### src/rtl/multicycle_control.sv
// Multicycle CPU control unit: fetch/decode/execute FSM with memory wait
// states, a bus-timeout watchdog and sticky illegal/bus-error status.
// Outputs are decoded combinationally from state, opcode, aluout and memReady.
module multicycle_control #(
  parameter int DATA_W  = 8,
  parameter int TIMEOUT = 15
) (
  input  logic              clk,
  input  logic              reset,
  input  logic [3:0]        opcode,
  input  logic [DATA_W-1:0] aluout,
  input  logic              memReady,
  input  logic              resume,
  output logic              memReq,
  output logic              memWrite,
  output logic              pcSelect,
  output logic              pcEnable,
  output logic              adrSelect,
  output logic              ir1En,
  output logic              ir2En,
  output logic              regSelect,
  output logic              wd3Select,
  output logic              regWrite,
  output logic              op1Sel,
  output logic              op2Sel,
  output logic              aluOutEn,
  output logic [2:0]        aluControl,
  output logic              halted,
  output logic              illegal,
  output logic              busErr
);

  // A zero TIMEOUT disables the watchdog; keep a 1-bit counter so widths stay legal.
  localparam bit                TO_EN   = (TIMEOUT > 0);
  localparam int                CNT_W   = TO_EN ? $clog2(TIMEOUT + 1) : 1;
  localparam logic [CNT_W-1:0]  TO_LAST = TO_EN ? CNT_W'(TIMEOUT - 1) : '0;

  typedef enum logic [3:0] {
    S_FETCH1 = 4'd0,
    S_FETCH2 = 4'd1,
    S_DECODE = 4'd2,
    S_MEMLD  = 4'd3,
    S_MEMST  = 4'd4,
    S_ALU    = 4'd5,
    S_ALUWB  = 4'd6,
    S_BRANCH = 4'd7,
    S_HALT   = 4'd8
  } state_t;

  state_t           state_r;
  state_t           next_s;
  logic [CNT_W-1:0] cnt_r;
  logic             illegal_r;
  logic             bus_err_r;
  logic             set_illegal_s;
  logic             set_bus_err_s;
  logic             ready_s;
  logic             timeout_s;
  logic [2:0]       alu_fn_s;
  logic             taken_s;

  // While reset is held the outputs must look like FETCH1 with no ready.
  assign ready_s   = memReady & reset;
  // Only meaningful in states that drive memReq; those states test it after ready_s.
  assign timeout_s = TO_EN && (cnt_r == TO_LAST);

  // ALU function for register-register operations, from opcode[1:0].
  always_comb begin
    alu_fn_s = 3'b010;
    case (opcode[1:0])
      2'b00:   alu_fn_s = 3'b010;
      2'b01:   alu_fn_s = 3'b110;
      2'b10:   alu_fn_s = 3'b000;
      default: alu_fn_s = 3'b001;
    endcase
  end

  // Branch decision: unconditional, branch-if-zero, branch-if-negative.
  always_comb begin
    taken_s = 1'b0;
    case (opcode)
      4'b1000: taken_s = 1'b1;
      4'b1001: taken_s = (aluout == '0);
      4'b1010: taken_s = aluout[DATA_W-1];
      default: taken_s = 1'b0;
    endcase
  end

  // Next-state and control output decode.
  always_comb begin
    next_s        = state_r;
    set_illegal_s = 1'b0;
    set_bus_err_s = 1'b0;
    memReq        = 1'b0;
    memWrite      = 1'b0;
    pcSelect      = 1'b0;
    pcEnable      = 1'b0;
    adrSelect     = 1'b0;
    ir1En         = 1'b0;
    ir2En         = 1'b0;
    regSelect     = 1'b0;
    wd3Select     = 1'b0;
    regWrite      = 1'b0;
    op1Sel        = 1'b0;
    op2Sel        = 1'b0;
    aluOutEn      = 1'b0;
    aluControl    = 3'b010;
    halted        = 1'b0;
    case (state_r)
      S_FETCH1, S_FETCH2: begin
        memReq = 1'b1;
        op2Sel = 1'b1;
        if (ready_s) begin
          pcEnable = 1'b1;
          if (state_r == S_FETCH1) begin
            ir1En  = 1'b1;
            next_s = S_FETCH2;
          end else begin
            ir2En  = 1'b1;
            next_s = S_DECODE;
          end
        end else if (timeout_s) begin
          next_s        = S_HALT;
          set_bus_err_s = 1'b1;
        end else begin
          next_s = state_r;
        end
      end
      S_DECODE: begin
        case (opcode)
          4'b0000:                   next_s = S_MEMLD;
          4'b0001:                   next_s = S_MEMST;
          4'b0100, 4'b0101,
          4'b0110, 4'b0111:          next_s = S_ALU;
          4'b1000, 4'b1001, 4'b1010: next_s = S_BRANCH;
          4'b1011:                   next_s = S_HALT;
          default: begin
            next_s        = S_HALT;
            set_illegal_s = 1'b1;
          end
        endcase
      end
      S_MEMLD, S_MEMST: begin
        memReq    = 1'b1;
        memWrite  = (state_r == S_MEMST);
        adrSelect = 1'b1;
        op1Sel    = 1'b1;
        if (ready_s) begin
          regWrite = (state_r == S_MEMLD);
          next_s   = S_FETCH1;
        end else if (timeout_s) begin
          next_s        = S_HALT;
          set_bus_err_s = 1'b1;
        end else begin
          next_s = state_r;
        end
      end
      S_ALU: begin
        op1Sel     = 1'b1;
        aluOutEn   = 1'b1;
        aluControl = alu_fn_s;
        next_s     = S_ALUWB;
      end
      S_ALUWB: begin
        regSelect  = 1'b1;
        wd3Select  = 1'b1;
        regWrite   = 1'b1;
        aluControl = alu_fn_s;
        next_s     = S_FETCH1;
      end
      S_BRANCH: begin
        op1Sel     = 1'b1;
        aluControl = 3'b110;
        pcSelect   = taken_s;
        pcEnable   = taken_s;
        next_s     = S_FETCH1;
      end
      S_HALT: begin
        aluControl = 3'b000;
        halted     = 1'b1;
        if (resume && !illegal_r && !bus_err_r) begin
          next_s = S_FETCH1;
        end else begin
          next_s = S_HALT;
        end
      end
      default: begin
        next_s = S_FETCH1;
      end
    endcase
  end

  assign illegal = illegal_r;
  assign busErr  = bus_err_r;

  // State register.
  always_ff @(posedge clk or negedge reset) begin
    if (!reset) begin
      state_r <= S_FETCH1;
    end else begin
      state_r <= next_s;
    end
  end

  // Memory wait counter: restarts on any state change or completion.
  always_ff @(posedge clk or negedge reset) begin
    if (!reset) begin
      cnt_r <= '0;
    end else if ((next_s != state_r) || ready_s) begin
      cnt_r <= '0;
    end else if (memReq) begin
      cnt_r <= cnt_r + 1'b1;
    end else begin
      cnt_r <= cnt_r;
    end
  end

  // Sticky error flags, cleared only by reset.
  always_ff @(posedge clk or negedge reset) begin
    if (!reset) begin
      illegal_r <= 1'b0;
      bus_err_r <= 1'b0;
    end else begin
      illegal_r <= illegal_r | set_illegal_s;
      bus_err_r <= bus_err_r | set_bus_err_s;
    end
  end

endmodule

### config.mk
export PLATFORM = sky130hd
export DESIGN_NAME = multicycle_control
export DESIGN_NICKNAME = d
export VERILOG_FILES = /design/src/rtl/multicycle_control.sv
export SDC_FILE = /design/constraint.sdc
export NUM_CORES = 1
export LEC_CHECK = 0
export ABC_AREA = 0
export BUFFER_PORTS_ARGS = -buffer_cell sky130_fd_sc_hd__buf_2
export CAP_MARGIN = 20
export CORE_MARGIN = 10
export CORE_UTILIZATION = 45
export CTS_BUF_LIST = sky130_fd_sc_hd__clkbuf_4
export DETAILED_ROUTE_END_ITERATION = 12
export PLACE_DENSITY_LB_ADDON = 0.08
export SLEW_MARGIN = 5
export SYNTH_ARGS = -nofsm -noshare
export SYNTH_HDL_FRONTEND = slang
export SYNTH_SLANG_ARGS = --single-unit
### constraint.sdc
create_clock -name clk -period 1.7 [get_ports clk]
set_input_delay 0.085 -clock clk [delete_from_list [all_inputs] [get_ports clk]]
set_output_delay 0.085 -clock clk [all_outputs]
set_load 0.01 [all_outputs]
=== After elaboration in Yosys (flattened, before gate mapping) ===
Cells that the tools add are included.

* Flip-flop bits (word level): 10
* Bits of input ports: 16

* Add/subtract/negate cells: 1
* Eq/ne operators: 21
* Multiplexer cells: 36
* Bitwise logic cells: 3
* Reductions and logical operators: 18

{| class="wikitable"
|+ Operators by type and width
! kind !! count
|-
| 4-bit by 3-bit equality test with 1-bit output, second input constant || 8
|-
| 4-bit equality test, second input constant || 6
|-
| 4-bit two-way mux || 6
|-
| 1-bit two-way mux || 22
|-
| 4-bit case mux with 5 select lines || 1
|-
| 3-bit case mux with 3 select lines || 2
|-
| 4-bit case mux with 4 select lines || 1
|-
| 4-bit OR reduction || 3
|-
| 10-bit OR reduction || 1
|-
| 4-bit by 1-bit equality test with 1-bit output, second input constant || 2
|-
| 4-bit by 2-bit equality test with 1-bit output, second input constant || 2
|-
| 4-bit zero test || 2
|-
| 8-bit zero test || 1
|-
| 2-bit OR reduction || 3
|-
| 4-bit by 1-bit adder with 4-bit output, second input constant || 1
|-
| 4-bit != test || 1
|-
| 1-bit case mux with 2 select lines || 2
|-
| 1-bit case mux with 3 select lines || 1
|-
| 3-bit OR reduction || 1
|-
| 2-bit by 1-bit equality test with 1-bit output, second input constant || 1
|-
| 2-bit equality test, second input constant || 1
|-
| 1-bit logical AND || 2
|-
| 1-bit zero test || 2
|-
| 2-bit zero test || 1
|-
| other kinds (5) || 6
|}

=== Logic depth before layout (Yosys ltp) ===
Gate-level depths: netlist of run 1.

* Depth after elaboration: 8
* Mapped depth: 7
* Mapped depth without buffers: 7

=== Least setup slack after synthesis of run 1 ===
Ideal clock, no wire load.

* Path type: register to output
* Start point: reg state_r[2]
* End point: out pcEnable
* Data arrival time: 1.919 ns
* Data required time: 1.615 ns
* Slack: -0.304 ns
* Cell stages (with the launch flop): 7
* Path buffers: 1
* Cells stage by stage: dfrtp_1 -> clkbuf_1 -> inv_1 -> nor2_1 -> nand2_1 -> a2111oi_0 -> a41o_1

* Word-level cells in the longest chain between the ends: 3
* Elaborated cells between the ends (all ways): 5
* Classes of those cells: eq/ne: 2; mux: 1; reduce/logical: 2

{| class="wikitable"
|+ RTL lines
! what !! RTL line !! text
|-
| from (decl) || 50 || <nowiki>state_t state_r;</nowiki>
|-
| from (signal assigned) || 201 || <nowiki>state_r <= next_s;</nowiki>
|-
| 4-bit by 1-bit equality test with 1-bit output or 4-bit zero test (tied branches) || 109 || <nowiki>case (state_r)</nowiki>
|-
| 2-bit OR reduction || 109 ||
|-
| 1-bit case mux with 2 select lines * || 109 ||
|-
| to (decl) || 17 || <nowiki>output logic pcEnable,</nowiki>
|}

Mark *: on every way between the ends. The rest lies on a longest branch, timed or not.

=== Worst setup path after layout of run 1 ===
* Start point: reg state_r[3]
* End point: reg cnt_r[2]

* Word-level cells in the longest chain between the ends: 7
* Elaborated cells between the ends (all ways): 20
* Classes of those cells: eq/ne: 7; mux: 7; reduce/logical: 6

{| class="wikitable"
|+ RTL lines
! what !! RTL line !! text
|-
| 4-bit zero test || 109, 115 ||
|-
| 2-bit two-way mux || 115 || <nowiki>if (state_r == S_FETCH1) begin</nowiki>
|-
| 4-bit two-way mux || 113 || <nowiki>if (ready_s) begin</nowiki>
|-
| 4-bit case mux with 5 select lines || 109 ||
|-
| 4-bit != test || 209 || <nowiki>end else if ((next_s != state_r) || ready_s) begin</nowiki>
|-
| 1-bit logical OR || 209 ||
|-
| 4-bit two-way mux or 2-bit nonzero test (tied branches) || -- ||
|-
| to (signal assigned) || 212 || <nowiki>cnt_r <= cnt_r + 1'b1;</nowiki>
|-
| to (signal assigned) || 214 || <nowiki>cnt_r <= cnt_r;</nowiki>
|-
| to (decl) || 52 || <nowiki>logic [CNT_W-1:0] cnt_r;</nowiki>
|}

Parallel ways exist; a longest one is shown, timed or not.
A chain may end at the register's enable or synchronous reset.

==> results of run 1 <==
-- cell usage in the layout, fill, tap and decap left out, drive strengths merged, types with 2 or more instances in the layout --
cell type	instances
buf	64
dfrtp	10
nor2	10
nand2	9
a21oi	9
nand2b	6
o21ai	6
nor4	6
inv	5
nor3	4
nor2b	3
mux2i	3
clkbuf	3
and2	2
a21o	2
a311o	2
xor2	2
nor4b	2
and3	2
a21boi	2
a2111oi	2
ha	2
-- sequential cells by signal (all words and copies together) (netlist names) --
signal and flops:
cnt_r 4, state_r 4, busErr 1, illegal 1
-- layout make-up --
class	instances	area [um2]
Multi-Input combinational cell	89	674
Fill cell	157	518
Timing Repair Buffer	65	417
Sequential cell	10	250
Tap cell	27	33.8
Inverter	6	26.3
Clock buffer	3	22.5
-- metrics by stage --
stage / power, uW / cell area [um2]
finish: 2100 / 1420
global route: 2240 / 1420
CTS: 1870 / 1300
detailed placement: 1650 / 1240
global placement: 1610 / 1240
floorplan: 1130 / 915
-- power groups by stage --
| stage | Sequential (uW) | Clock, uW | Combinational (uW) |
|---|---|---|---|
| final | 352 | 150 | 1600 |
| after global routing | 356 | 164 | 1730 |
| after CTS | 347 | 157 | 1370 |
| after detailed placement | 349 | 0 | 1300 |
| after global placement | 348 | 0 | 1270 |
| after floorplan | 373 | 0 | 762 |
-- kinds of logic (layout without fill, tap and decap cells) --
group	count (synthesis)	after routing	share of synthesized area
fa+ha+maj	2	2	0.0278
mux	3	3	0.0333
xor+xnor	3	3	0.0292
simple gates	46	46	0.275
compound gates	35	35	0.294
buf+inv	13	74	0.0625
flops	10	10	0.278
-- timing repair --
item,in CTS,in global routing
buffers inserted,0,9
endpoints found under the setup margin,9,12
hold buffers,1,0
hold endpoints to repair,10,0
pin swaps,2,2
gates resized for setup,10,12
-- metal layers --
metal  routed length [um]  vias to the layer above  share of wire
met5                    0                        -              0
met4                   34                        0          0.011
met3                  268                        4          0.083
met2                 1570                       43           0.49
met1                 1350                      521           0.42
li1                     -                      539              -
-- worst register-to-register path: stages, from the launching register on --
cell,delay (ns)
sky130_fd_sc_hd__dfrtp_1,0.39
sky130_fd_sc_hd__or4b_4,0.57
sky130_fd_sc_hd__a2111oi_4,0.26
sky130_fd_sc_hd__a21oi_2,0.06
sky130_fd_sc_hd__a2111o_1,0.37
sky130_fd_sc_hd__nor4_1,0.23
-- worst paths after layout --
| kind | start | end | slack, ns | cells after the start |
|---|---|---|---|---|
| max | state_r[3] | cnt_r[2] | -0.27 | 5 |
| min | resume | state_r[3] | 0.20 | 4 |
| max reg2reg | state_r[3] | cnt_r[2] | -0.27 | 5 |
| min reg2reg | busErr | busErr | 0.49 | 1 |
| max in group asynchronous | reset | illegal | 1.11 | 3 |
| min in group asynchronous | reset | cnt_r[1] | 0.21 | 2 |
==> results, run 1 <==
- Entering global routing, the biggest net connects 19 pins.
- For this run, the top clock speed supported by timing is 507 MHz.
- Counting every net in the synthesized netlist gives 130.
- The peak per-stage delay on the critical path is 0.57 ns.
- The overall track demand over capacity in global routing is 0.143.
- Prior to clock tree synthesis, the placed netlist has a worst setup slack of -0.280 ns.
- CTS built an H-tree with a depth of 1.
- For this run, the detailed router's first-pass iteration total came to 4.
- The number of cells in the finished layout apart from fillers is 200.
- The largest fanout on the critical path is 4.
- The total detailed-routing wirelength is 3.23 mm.
- The number of buffers inserted by port buffering is 34.
- The worst-case vdd ir drop is 0.000957 V.
- The count of vias placed by the detailed router is 1,107.
- TritonCTS built the clock tree.
- The share of total power in the clock network is 0.071.
- The floorplan has 16 rows.
- The overall die area is 4190 um2.
- Of the total power, the share spent switching nets is 0.455.
- Dividing the detail-routed wire length by the instance count gives 16.2 um.
- The worst hold path belongs to the class in -> reg.
- The number of clock sinks is 10.
- The die is 64.7 um wide.
- After synthesis the cells add up to 901 um2.
- The design internal power is 1140 uW.
- The number of antenna diodes is 0.
- Data on the critical path is required at its endpoint by 1.85 ns.
- The synthesized design contains 10 register bits.
- The clock period minus final worst setup slack is 1.97 ns.
- Using the TritonRoute via totals, the vias-per-cell ratio works out to 5.54.
- The count of pins over their slew limit is 0.
- The placed wire-length estimate after detailed placement is 2.36 mm.
- Setup slack on the critical path of the routed design comes to -0.273 ns.
- By count the netlist is led by sky130_fd_sc_hd__dfrtp_1, sky130_fd_sc_hd__nor2_1, sky130_fd_sc_hd__a21oi_1, sky130_fd_sc_hd__nand2_1.
- The total CTS buffers is 3.
- The endpoint class of the critical path is a register.
- The total congestion overflow is 0.
- CTS placed an instance of sky130_fd_sc_hd__clkbuf_4 at the clock tree root.
- The synthesized design spends more area on one cell type than any other, namely sky130_fd_sc_hd__dfrtp_1.
- After clock tree synthesis, the clock-pin slew on the worst setup and hold paths is 0.06 ns.
- Setup repair after global routing could not meet its margin everywhere.
- The count of flip-flops with a built-in enable after synthesis is 0.
- Counting tap cells, the placed design contains a total of 187 instances.
- In the final timing run, aggregate negative setup slack is -1.12 ns.
- The effective utilization at floorplan is 0.464.
- The detailed router's first-iteration violation count is 57.
- The share of synthesized area in the top cell type comes to 0.278.
- After global routing, the most crowded layer is met2.
- For met3 alone, demand over resource in global routing was 0.0464.
- From synthesis to final layout, the design area changed by 58.1%.
- Across the routed clock network, the largest skew measured is 0.00550 ns.
- The clock passes through at most 2 buffers.
- The flow ran to the end, but the final reports show violations.
- The analysis attributes to net switching a power of 955 uW.
- The global-route wire length before repair is 4.93 mm.
- The area of the placeable core is 1940 um2.
- The sum of buffers and inverters on the critical path is 0.
- In this run, distinct cell masters in the synthesized netlist total 40.
- Routability-driven placement finished with a final weighted congestion of 0.818.
- The number of global-route vias before repair is 1,056.
- Data on the critical path arrives at its endpoint at 2.12 ns.
- The post-detailed-route DRC marker count is 0.
- For met1 alone, demand over resource in global routing was 0.174.
- For this design the ratio of total power to cell area is 1470 nW/um2.
- Setup violations remaining at the end of the flow were counted as 7.
- The top-level port count is 35.
- The met2 track demand over resource in global routing is 0.224.
- In the synthesized netlist, the number of instances is 112.
- The end-of-flow core utilization is 0.733.
- Walking the worst path, the cells encountered are or4b_4, a2111oi_4, a21oi_2, a2111o_1, nor4_1.
- The worst setup path is launched from a register.
- For this run, asynchronously set or reset flops after synthesis account for 1.00.
- Max-cap violations in this run came to 0.
- Final hold analysis gives a worst-case slack of 0.196 ns.
- The analysis attributes to cell leakage a power of 0.000689 uW.
- The combinational fraction of design power is 0.761.
- The later pin in the worst-skew pair is clocked with a latency of 0.26 ns.
- By area the synthesized netlist is led by sky130_fd_sc_hd__dfrtp_1, sky130_fd_sc_hd__a21oi_1, sky130_fd_sc_hd__nand2b_1.
- The critical setup path kind is reg -> reg.
- The average instance in the mapped netlist occupies 8.04 um2.
- The remaining antenna violation count is 0.
- During synthesis, Yosys emitted a total of 0 warnings.
- The number of hold violations in the final report is 0.
- Of the total power, registers draw 0.168.
- Measured against its own limit, the worst slew margin works out to 0.779.
- The height of the chip is 64.7 um.
- The final reports fail on negative setup slack.
- At the end of the flow, the number of nets in the layout was 193.
- The number of antenna violations at the first check in global routing is 0.
- In the final layout, the share of cells above drive strength 1 is 0.480.
- Dividing the final minimum period by the clock period gives 1.16.
- The largest delay contributor family on the critical path is simple AND/OR/NAND/NOR gates.
- On the critical path, the stage with the largest delay is an instance of sky130_fd_sc_hd__or4b_4.
- Of the synthesized area, sequential elements account for 0.278.
- At the pin with the least slew margin, the transition time is 0.329 ns.
- The most frequently used flop master after synthesis is sky130_fd_sc_hd__dfrtp_1.
No activity file was read; power rests on OpenSTA's default activity.
==> run 2: changes to the inputs <==
Settings changed: ABC_AREA 0 to 1, CORE_MARGIN 10 to 4.
==> results, run 2 <==
- The run finished with clean final reports.
- The worst setup path is launched from a register.
- The net count after synthesis is 156.
- The number of buffers inserted by port buffering is 34.
- The final worst hold slack is 0.148 ns.
- The routed layout has 1,028 vias.
- The detailed router's first-iteration violation count is 20.
- The most common library cell in the layout ignoring fill and taps is sky130_fd_sc_hd__buf_2.
- Setup repair after global routing could not meet its margin everywhere.
- Summing all non-filler instances in the final layout gives an area of 1270 um2.
- The most numerous cell in the Yosys netlist is sky130_fd_sc_hd__nand2_1.
- The share of the clock period used by the worst path after layout is 0.967.
- The first global-routing pass estimated 3.87 mm of wire.
- The post-synth design cell area is 902 um2.
- For this configuration, the core starts out at a cell density of 0.496.
- The start of the worst register-to-register path is state_r[3].
- The clock-pin slew on the worst setup and hold paths is 0.07 ns.
- The number of hold violations in the final report is 0.
- The register area share after synthesis is 0.277.
- The largest fanout on the critical path is 5.
- The worst hold path depth is 4.
- For the pin with the worst max-slew slack, the measured transition is 0.277 ns.
- The detail route stage leaves a number of antenna-violating nets equal to 0.
- Relative to the synthesized area, the layout overhead comes to 40.6%.
- The number of clock sinks is 10.
- The setup slack after layout is 0.0558 ns.
- After synthesis, the most frequently instantiated cells are sky130_fd_sc_hd__nand2_1, sky130_fd_sc_hd__nor2_1, sky130_fd_sc_hd__inv_1.
- The data required time at the worst endpoint is 1.62 ns.
- After detailed placement, the design holds a cell count of 196.
- The path class of the lowest-slack min-delay path is in -> reg.
- In this run, distinct cell masters in the synthesized netlist total 26.
- In this run the core area contains 15 standard-cell rows.
- In this run the mean area of a mapped cell was 6.54 um2.
- CTS built an H-tree with a depth of 1.
- The most frequently used flop master after synthesis is sky130_fd_sc_hd__dfrtp_1.
- The power per standard cell area is 1440 nW/um2.
- The path depth of the worst reg2reg path is 11.
- The worst-case hold path end point is illegal.
- After detailed routing, the number of vias per cell comes to 4.92.
- The number of antenna diodes is 0.
- The count of pins over their slew limit is 0.
- The congestion estimate from routability-driven global placement came to 0.884.
- At the end of the flow the core is filled with cells to 0.697.
- The placed wire-length estimate after detailed placement is 1.85 mm.
- The floorplan step defined a core boundary enclosing 1820 um2.
- In this run the most critical hold path is launched from opcode[3].
- In this run the vertical extent of the chip is 52.8 um.
- The chip width is 52.8 um.
- Summing all placed instances gives a cell area of 1100 um2.
- The count of TritonRoute iterations in the first routing pass is 4.
- The critical setup path kind is reg -> out.
- The total detailed-routing wirelength is 2.46 mm.
- The ratio of cells with drive above 1 in the final layout is 0.413.
- The number of max-cap violations is 0.
- The total overflow left after global routing is 0.
- The register bit count reported by yosys is 10.
- The number of global-route vias before repair came to 921.
- 35 I/O pins were placed.
- The terminus of the critical flop-to-flop path is cnt_r[1].
- The clock arrives with 0.00159 ns of skew.
- VDD sags by at most 0.000838 V.
- Of all cell types, the one taking the most synthesized area is sky130_fd_sc_hd__dfrtp_1.
- Of the post-synthesis cell area, the dominant cell type holds 0.277.
- The count of endpoints failing setup in the final report is 0.
- The clock root buffer master is sky130_fd_sc_hd__clkbuf_4.
- The post-detailed-route DRC marker count is 0.
- The number of antenna violations at the first check in global routing is 0.
- The finished layout holds 209 standard cells, fillers aside.
- Counting I/O delays and the setup requirement, the final critical path takes 1.64 ns.
- The setup slack at placement is 0.0927 ns.
- The final net count is 203.
- The fmax is 608 MHz.
- Entering global routing, the biggest net connects 11 pins.
- The die covers 2790 um2.
- In this run the deepest clock path goes through 2 buffers.
- The endpoint class of the critical path is a primary output.
- By area the synthesized netlist is led by sky130_fd_sc_hd__dfrtp_1, sky130_fd_sc_hd__nand2_1, sky130_fd_sc_hd__nor2_1.
- The total CTS buffers is 3.
- The tightest slew margin relative to the limit is 0.813.
- The Yosys warning count is 0.
- The synthesized design contains 0 enable-type register cells.
- The worst register-to-register path has a setup slack of 0.10 ns.
- For this run, asynchronously set or reset flops after synthesis account for 1.00.
- The clock reaches the later pin of the worst-skew pair after 0.26 ns.
- TritonCTS built the clock tree.
- After technology mapping, the gate count stands at 138.
- The routed wire length per instance is 11.8 um.
- In the final layout, the registers with the most flip-flops are cnt_r x4, state_r x4.
- The top cell types in the final layout, fill and taps aside, are sky130_fd_sc_hd__buf_2, sky130_fd_sc_hd__nand2_1, sky130_fd_sc_hd__nor2_1.
- Summed over all cells, the static leakage comes to 0.000745 uW.
- At the worst endpoint, the arrival time is 1.56 ns.
- The overall track demand over capacity in global routing is 0.187.
[run 2: changes by cell type after synthesis, sizes merged, moves of 6 or more]
cell,previous run,this run
nand2b,6,0
inv,6,25
nand2,9,37
a21oi,9,1
nand3,0,14
nor2,10,25
[run 2: what timing repair did]
| action | CTS | global route |
|---|---|---|
| endpoints found under the hold margin | 10 | 0 |
| endpoints found under the setup margin | 4 | 8 |
| setup buffers | 1 | 7 |
| gates resized for setup | 9 | 11 |
| hold buffers | 1 | 0 |
| pin swaps | 1 | 5 |
[run 2: critical path: stages (launching register included)]
cell and delay [ns]:
sky130_fd_sc_hd__dfrtp_1 0.43, sky130_fd_sc_hd__inv_2 0.10, sky130_fd_sc_hd__nand2_4 0.09, sky130_fd_sc_hd__nor3_4 0.27
sky130_fd_sc_hd__o21ai_1 0.10, sky130_fd_sc_hd__o311ai_0 0.10, sky130_fd_sc_hd__buf_2 0.19
[run 2: logic make-up (layout without fill, tap and decap cells)]
group	after synthesis	in the layout	share of synthesized area
compound gates	10	10	0.0638
buf+inv	27	73	0.121
fa+ha+maj	2	2	0.0277
xor+xnor	3	3	0.0291
simple gates	86	86	0.481
flops	10	10	0.277
[run 2: metrics by stage]
stage          setup TNS, ns  power, uW
2_1_floorplan              0       1150
3_3_place_gp               0       1410
3_5_place_dp               0       1420
4_1_cts                    0       1650
5_1_grt               -0.329       2000
6_report                   0       1830
[run 2: cell type report]
| type | instances | area, um2 |
|---|---|---|
| clock buffers | 3 | 22.5 |
| fillers | 162 | 552 |
| clock inverters | 1 | 3.75 |
| repair buffers | 44 | 268 |
| inverters | 25 | 96.3 |
| well taps | 25 | 31.3 |
| flip-flops and latches | 10 | 254 |
| multi-input cells | 101 | 593 |
[run 2: how the worst max path moves through the flow]
stage / to / start / slack (ns)
final: aluControl[1] / state_r[3] / 0.06
after global routing: cnt_r[3] / state_r[3] / -0.06
after CTS: aluControl[1] / state_r[0] / 0.02
after detailed placement: cnt_r[3] / state_r[3] / 0.09
after global placement: cnt_r[0] / state_r[3] / 0.11
after floorplan: pcEnable / state_r[3] / 0.23
[run 2: metal layers]
| metal | global-route usage | share of wire |
|---|---|---|
| met5 | 0 | 0 |
| met4 | 0.0553 | 0.0093 |
| met3 | 0.0513 | 0.045 |
| met2 | 0.312 | 0.53 |
| met1 | 0.232 | 0.42 |
[run 2: where the power goes]
group          switching [uW]  total [uW]  internal (uW)
Sequential                104         406            302
Combinational             738        1260            518
Clock                    85.0         170           84.9
